`src/rtl/bagging_sched_pkg.sv`:
```
// bagging_pkg: shared encodings, widths and FSM states for the bagging scheduler.
// Rev 1.0
`default_nettype none

package bagging_pkg;

    localparam logic [1:0] CLS_POS = 2'b01;
    localparam logic [1:0] CLS_NEG = 2'b11;

    localparam int FEAT_W = 2;
    localparam int WGT_W  = 9;
    localparam int ACC_W  = 12;

    typedef enum logic [2:0] {
        ST_IDLE      = 3'd0,
        ST_LAUNCH    = 3'd1,
        ST_WAIT_LOW  = 3'd2,
        ST_WAIT_HIGH = 3'd3,
        ST_VOTE      = 3'd4,
        ST_FINISH    = 3'd5
    } state_t;

    // Address width that stays legal when a depth of 1 is requested.
    function automatic int clog2_min1(input int v);
        return (v <= 1) ? 1 : $clog2(v);
    endfunction

endpackage

`default_nettype wire

```
`src/rtl/bagging_sched_vote_acc.sv`:
```
// vote_acc: signed +/-1 vote accumulator with clear, add-enable and sign output.
// Rev 1.0
`default_nettype none

module vote_acc
    import bagging_pkg::*;
#(
    parameter int OUT_W = 5
) (
    input  logic             clk,
    input  logic             rst,
    input  logic             i_clr,
    input  logic             i_add,
    input  logic             i_neg,
    output logic [OUT_W-1:0] o_sum,
    output logic             o_neg
);

    localparam logic signed [ACC_W-1:0] c_one = {{(ACC_W-1){1'b0}}, 1'b1};

    logic signed [ACC_W-1:0] r_sum;

    always_ff @(posedge clk or negedge rst) begin
        if (!rst) begin
            r_sum <= '0;
        end else if (i_clr) begin
            r_sum <= '0;
        end else if (i_add) begin
            r_sum <= i_neg ? (r_sum - c_one) : (r_sum + c_one);
        end
    end

    assign o_sum = r_sum[OUT_W-1:0];
    assign o_neg = r_sum[ACC_W-1];

endmodule

`default_nettype wire

```
`src/rtl/bagging_sched.sv`:
```
// bagging_sched: time-multiplexes one linear-classifier engine across bagged learners
// and emits the majority vote. Rev 1.0
`default_nettype none

module bagging_sched
    import bagging_pkg::*;
#(
    parameter int N_LEARNERS = 5,
    parameter int N_FEAT     = 30,
    parameter int TIMEOUT    = 64
) (
    input  logic                                      clk,
    input  logic                                      rst,
    input  logic                                      start,
    output logic                                      busy,
    output logic [clog2_min1(N_FEAT)-1:0]             feat_addr,
    input  logic [FEAT_W-1:0]                         feat_q,
    output logic [clog2_min1(N_LEARNERS*N_FEAT)-1:0]  w_addr,
    input  logic [WGT_W-1:0]                          w_q,
    output logic [clog2_min1(N_LEARNERS)-1:0]         b_addr,
    input  logic [WGT_W-1:0]                          b_q,
    output logic                                      eng_en,
    output logic [FEAT_W-1:0]                         eng_data,
    output logic [WGT_W-1:0]                          eng_weight,
    output logic [WGT_W-1:0]                          eng_bias,
    input  logic [1:0]                                eng_result,
    input  logic                                      eng_ready,
    output logic [1:0]                                class_out,
    output logic [4:0]                                vote_sum,
    output logic                                      done,
    output logic                                      err
);

    localparam int FA_W = clog2_min1(N_FEAT);
    localparam int WA_W = clog2_min1(N_LEARNERS * N_FEAT);
    localparam int BA_W = clog2_min1(N_LEARNERS);
    localparam int TO_W = $clog2(TIMEOUT + 1);

    localparam logic [FA_W-1:0] c_k_last  = FA_W'(N_FEAT - 1);
    localparam logic [BA_W-1:0] c_l_last  = BA_W'(N_LEARNERS - 1);
    localparam logic [WA_W-1:0] c_w_step  = WA_W'(N_FEAT);
    localparam logic [TO_W-1:0] c_timeout = TO_W'(TIMEOUT);
    localparam logic [TO_W-1:0] c_to_one  = TO_W'(1);

    state_t            r_state;
    state_t            w_next;
    logic [FA_W-1:0]   r_k;
    logic [BA_W-1:0]   r_l;
    logic [WA_W-1:0]   r_wbase;
    logic [TO_W-1:0]   r_to;
    logic [1:0]        r_class;
    logic [4:0]        r_sum;

    logic              w_eng_en;
    logic              w_done;
    logic              w_err;
    logic              w_clr;
    logic              w_add;
    logic              w_timeout;
    logic [4:0]        w_acc_sum;
    logic              w_acc_neg;
    logic [1:0]        w_cls;

    vote_acc #(
        .OUT_W (5)
    ) u_vote_acc (
        .clk   (clk),
        .rst   (rst),
        .i_clr (w_clr),
        .i_add (w_add),
        .i_neg (eng_result != CLS_POS),
        .o_sum (w_acc_sum),
        .o_neg (w_acc_neg)
    );

    assign w_timeout = (r_to == c_timeout);
    assign w_cls     = w_acc_neg ? CLS_NEG : CLS_POS;

    always_comb begin
        w_next   = r_state;
        w_eng_en = 1'b0;
        w_done   = 1'b0;
        w_err    = 1'b0;
        w_clr    = 1'b0;
        w_add    = 1'b0;
        case (r_state)
            ST_IDLE: begin
                if (start) begin
                    w_clr  = 1'b1;
                    w_next = ST_LAUNCH;
                end
            end
            ST_LAUNCH: begin
                w_eng_en = 1'b1;
                w_next   = ST_WAIT_LOW;
            end
            // Ready must drop first so a stale ready from the previous learner is not taken as a result.
            ST_WAIT_LOW: begin
                if (w_timeout) begin
                    w_err  = 1'b1;
                    w_next = ST_IDLE;
                end else if (!eng_ready) begin
                    w_next = ST_WAIT_HIGH;
                end
            end
            ST_WAIT_HIGH: begin
                if (w_timeout) begin
                    w_err  = 1'b1;
                    w_next = ST_IDLE;
                end else if (eng_ready) begin
                    w_next = ST_VOTE;
                end
            end
            ST_VOTE: begin
                w_add  = 1'b1;
                w_next = (r_l == c_l_last) ? ST_FINISH : ST_LAUNCH;
            end
            ST_FINISH: begin
                w_done = 1'b1;
                w_next = ST_IDLE;
            end
            default: w_next = ST_IDLE;
        endcase
    end

    always_ff @(posedge clk or negedge rst) begin
        if (!rst) begin
            r_state <= ST_IDLE;
            r_k     <= '0;
            r_l     <= '0;
            r_wbase <= '0;
            r_to    <= '0;
            r_class <= CLS_POS;
            r_sum   <= '0;
        end else begin
            r_state <= w_next;

            // k is 0 in the launch cycle and saturates at the last feature.
            case (r_state)
                ST_LAUNCH, ST_WAIT_LOW, ST_WAIT_HIGH: begin
                    if (r_k != c_k_last) begin
                        r_k <= r_k + 1'b1;
                    end
                end
                default: r_k <= '0;
            endcase

            if (r_state == ST_LAUNCH) begin
                r_to <= c_to_one;
            end else if ((r_state == ST_WAIT_LOW || r_state == ST_WAIT_HIGH) && !w_timeout) begin
                r_to <= r_to + 1'b1;
            end

            if (r_state == ST_IDLE && start) begin
                r_l     <= '0;
                r_wbase <= '0;
            end else if (r_state == ST_VOTE && r_l != c_l_last) begin
                r_l     <= r_l + 1'b1;
                r_wbase <= r_wbase + c_w_step;
            end

            if (r_state == ST_FINISH) begin
                r_class <= w_cls;
                r_sum   <= w_acc_sum;
            end
        end
    end

    assign busy       = (r_state != ST_IDLE);
    assign eng_en     = w_eng_en;
    assign done       = w_done;
    assign err        = w_err;
    assign feat_addr  = r_k;
    assign w_addr     = r_wbase + WA_W'(r_k);
    assign b_addr     = r_l;
    assign eng_data   = feat_q;
    assign eng_weight = w_q;
    assign eng_bias   = b_q;
    // The final result is visible in the done cycle itself, then held until the next run.
    assign class_out  = (r_state == ST_FINISH) ? w_cls : r_class;
    assign vote_sum   = (r_state == ST_FINISH) ? w_acc_sum : r_sum;

endmodule

`default_nettype wire

```
`config.mk`:
```
export PLATFORM = sky130hd
export DESIGN_NAME = bagging_sched
export DESIGN_NICKNAME = d
export VERILOG_FILES = /design/src/rtl/bagging_sched_pkg.sv /design/src/rtl/bagging_sched_vote_acc.sv /design/src/rtl/bagging_sched.sv
export SDC_FILE = /design/constraint.sdc
export NUM_CORES = 1
export LEC_CHECK = 0
export CORE_ASPECT_RATIO = 1.25
export CORE_MARGIN = 2
export CORE_UTILIZATION = 47
export DETAILED_ROUTE_END_ITERATION = 8
export PLACE_DENSITY = 0.8
export SETUP_SLACK_MARGIN = 0.05
export SYNTH_ARGS = -nofsm -noshare
export SYNTH_HDL_FRONTEND = slang
export SYNTH_HIERARCHICAL = 1
export SYNTH_SLANG_ARGS = --single-unit
```
`constraint.sdc`:
```
create_clock -name clk -period 4.7 [get_ports clk]
set_clock_uncertainty 0.05 [all_clocks]
set_input_delay 0.705 -clock clk [delete_from_list [all_inputs] [get_ports clk]]
set_output_delay 0.705 -clock clk [all_outputs]
set_load 0.01 [all_outputs]
```
==> metrics.md <==
| Metric | Value |
|---|---|
| Smallest hold slack | 0.440 ns |
| Yosys top cell area share | 36.2% |
| Design Area, Final | 0.00324 sq mm |
| Die Ht | 92.9 um |
| Synth cell types | 61 |
| GRT Residual Overflow | 0 |
| Number of global-route vias before repair | 2170 |
| Post_cts resized | 0 |
| CP Max Fanout | 9 |
| Slowest stage delay, CP | 0.55 ns |
| Post-CTS Setup Repair Bufs | 0 |
| Total GRT Usage | 17.6% |
| Deepest clock path buffer count | 2 |
| Hold Path Class | reg2reg |
| Gpl congestion | 0.868 |
| Data arrival, critical path | 2.38 ns |
| Critical path's slowest cell | clkdlybuf4s50_1 |
| Setup TNS | 0 ns |
| Ys Warns | 6 |
| Cell count after synthesis | 311 |
| Pint | 1.11 mW |
| Row cnt | 32 |
| DRT iter0 DRCs | 111 |
| Net Sw Power | 0.793 mW |
| Mean cell area of the mapped netlist | 9.55 sq um |
| Final ANT Viol Nets | 0 |
| Status | completed |
| First-pass GRT wire length | 9760 um |
| First-pass DRT Iterations | 4 |
| Leakage power | 1.46 nW |
| CP delay by family, top | compound AO/OA/AOI/OAI gates |
| # port buffers | 32 |
| Fin cells | 402 |
| Largest net degree at the start of global routing | 45 |
| Fmax | 319 MHz |
| Flop pwr share | 34.6% |
| Max Slew Vio Count | 0 |
| Root Driver | clkbuf_8 |
| Post-synth net total | 359 |
| # DRC | 0 |
| Die Area | 0.00698 sq mm |
| Power Total | 1.91 mW |
| RSZ-0062 raised after global routing | no |
| WP data required | 3.94 ns |
| Share of cells above drive strength 1 | 7.26% |
| Hold Fails Final Rpt | 0 |
| CTS Buf Count | 5 |
| Placed cell area | 0.00316 sq mm |
| Gate power share | 53.8% |
| Crit path time final | 3.13 ns |
| Chip width | 75.1 um |
| Dpl hpwl | 4100 um |
| Placed Cells | 395 |
| P&R area growth vs syn | 8.93% |
| CTS tree | done |
| Cell area after synthesis | 0.00297 sq mm |
| Hold_buf cts | 0 |
| IO Pins | 73 |
| Area of the core | 0.00613 sq mm |
| Worst relative slew slack | 35.3% |
| Sw Share | 41.6% |
| Clk pwr share | 11.7% |
| Fill cells | 564 |
| Crit-path cells | ha_1 -> a21oi_1 -> o21ai_0 -> xnor2_1 -> clkdlybuf4s50_1 |
| PwrDens | 589 mW/mm^2 |
| Clk sinks | 44 |
| Final WL | 5540 um |
| Synth top area cells | dfrtp_1 (36%), ha_1 (8.8%), buf_4 (6.8%) |
| Routed len/inst | 13.8 um |
| # Max-Cap Violations | 0 |
| Share of flip-flops with an asynchronous set or reset | 100% |
| Antenna violations before repair | 0 |
| Setup violators final | 0 |
| Layout Nets | 365 |
| CP startpoint kind | flip-flop |
| Vias | 2213 |
| Worst-Margin Slew | 0.970 ns |
| R2r setup slk | 2.05 ns |
| Bufs and invs on worst path | 1 |
| Top_reg_cell synth | dfrtp_1 |
| Yosys reg bits | 44 |
| Via/cell ratio | 5.50 |
| Sequential area share after synthesis | 37.1% |
| Final period util | 66.7% |
| Clock Latency Late Sink | 0.29 ns |
| Crit end category | output port |
| Ant diodes | 0 |
| CP Class | reg2out |
| H-tree depth | 2 |
| Clk slew on worst S/H paths | 0.08 ns |
| Dominant cell type by area after synthesis | dfrtp_1 |
| Max VDD drop | 0.350 mV |
| Initial core utilization | 48.5% |
| Post-synth EDFFs | 0 |
[cells in the final DEF, fill, tap and decap left out, types with 3 or more instances in the layout]
| master | count |
|---|---|
| o21ai_1 | 3 |
| clkbuf_8 | 5 |
| nand3_1 | 10 |
| nand3b_1 | 3 |
| dfrtp_1 | 43 |
| nand4_1 | 4 |
| mux2i_1 | 14 |
| nor3_1 | 5 |
| o22ai_1 | 3 |
| a211oi_1 | 3 |
| clkdlybuf4s50_1 | 31 |
| xor2_1 | 8 |
| o211ai_1 | 3 |
| or3_1 | 6 |
| nor2_1 | 16 |
| o21bai_1 | 4 |
| mux2_2 | 6 |
| o31ai_1 | 3 |
| nand2b_1 | 4 |
| a31oi_1 | 4 |
| inv_1 | 15 |
| a21oi_1 | 16 |
| xnor2_1 | 6 |
| o21ai_0 | 7 |
| ha_1 | 21 |
| nand2_1 | 30 |
[kinds of logic (layout without fill, tap and decap cells)]
family,after synthesis,count (layout),synth area share (%)
multiplexers,21,21,7.37
flip-flops,44,44,37.1
adder cells (fa/ha/maj),22,22,9.52
buffers and inverters,49,55,9.89
AND/OR/NAND/NOR,98,98,17.6
AO/OA/AOI/OAI,63,63,14.4
XOR/XNOR,14,14,4.13
[final timing paths]
check | from | to | depth (start not counted)
setup / recovery | feat_addr[2] | w_addr[5] | 5
hold / removal | r_to[6] | r_to[6] | 1
setup reg to reg | r_state[1] | u_vote_acc/r_sum[11] | 7
hold reg to reg | r_to[6] | r_to[6] | 1
max in group asynchronous | rst | r_sum[4] | 1
min in group asynchronous | rst | u_vote_acc/r_sum[11] | 1
[power by group through the flow]
stage,clock network [mW],registers (mW),logic [mW]
6_report,0.223,0.659,1.02
5_1_grt,0.249,0.686,1.14
3_5_place_dp,0,0.665,1.02
3_3_place_gp,0,0.660,0.992
2_1_floorplan,0,0.622,0.768
4_1_cts,0.232,0.659,1.03
[cell usage after synthesis, drive strengths merged (2+ instances only)]
| cell type | n |
|---|---|
| dfrtp | 43 |
| buf | 30 |
| nand2 | 30 |
| ha | 21 |
| a21oi | 17 |
| nor2 | 16 |
| inv | 15 |
| mux2i | 14 |
| o21ai | 11 |
| nand3 | 10 |
| xor2 | 8 |
| mux2 | 7 |
| or3 | 6 |
| xnor2 | 6 |
| nor3 | 5 |
| a211oi | 4 |
| a31oi | 4 |
| nand2b | 4 |
| nand4 | 4 |
| o211ai | 4 |
| o21bai | 4 |
| clkbuf | 3 |
| nand3b | 3 |
| o22ai | 3 |
| o31ai | 3 |
| or3b | 3 |
| a211o | 2 |
| a21o | 2 |
| and2 | 2 |
| and4 | 2 |
| nand4b | 2 |
| nor2b | 2 |
| nor3b | 2 |
| o311ai | 2 |
| or4b | 2 |
[sequential cells by signal (all words and copies together), names as in the netlist]
register	flops
b_addr	3
feat_addr	5
r_class	2
r_state	3
r_sum	5
r_to	7
r_wbase	7
u_vote_acc/r_sum	12
[layout make-up]
cell class	count	area [sq um]	share of cell area (%)
clock buffer	6	72.6	2.24
clock inverter	1	5.00	0.155
inverter	16	60.1	1.86
multi-input combinational	218	1580	48.7
sequential	44	1100	34.1
tap	85	106	3.29
timing repair buffer	32	315	9.74
[routing by layer]
layer | track usage (%) | vias up | part of all wire [%]
li1 | - | 1098 | -
met1 | 22.2 | 1071 | 43
met2 | 29.3 | 40 | 52
met3 | 3.92 | 4 | 4.1
met4 | 5.21 | 0 | 0.78
met5 | 0 | - | 0
[worst register-to-register path, delay by kind of cell, from the launching register on]
kind | cells | cell delay, ns
AND/OR/NAND/NOR | 3 | 1.22
flip-flops | 1 | 0.49
buffers and inverters | 1 | 0.42
AO/OA/AOI/OAI | 3 | 0.36
[metrics by stage]
stage,utilization [%],worst slack [ns]
after floorplan,-,2.12
after global placement,51.6,1.48
after detailed placement,51.6,1.42
after CTS,52.8,1.52
after global routing,52.8,1.34
final,52.8,1.57
Note: power is estimated with default switching activity, not from simulation.
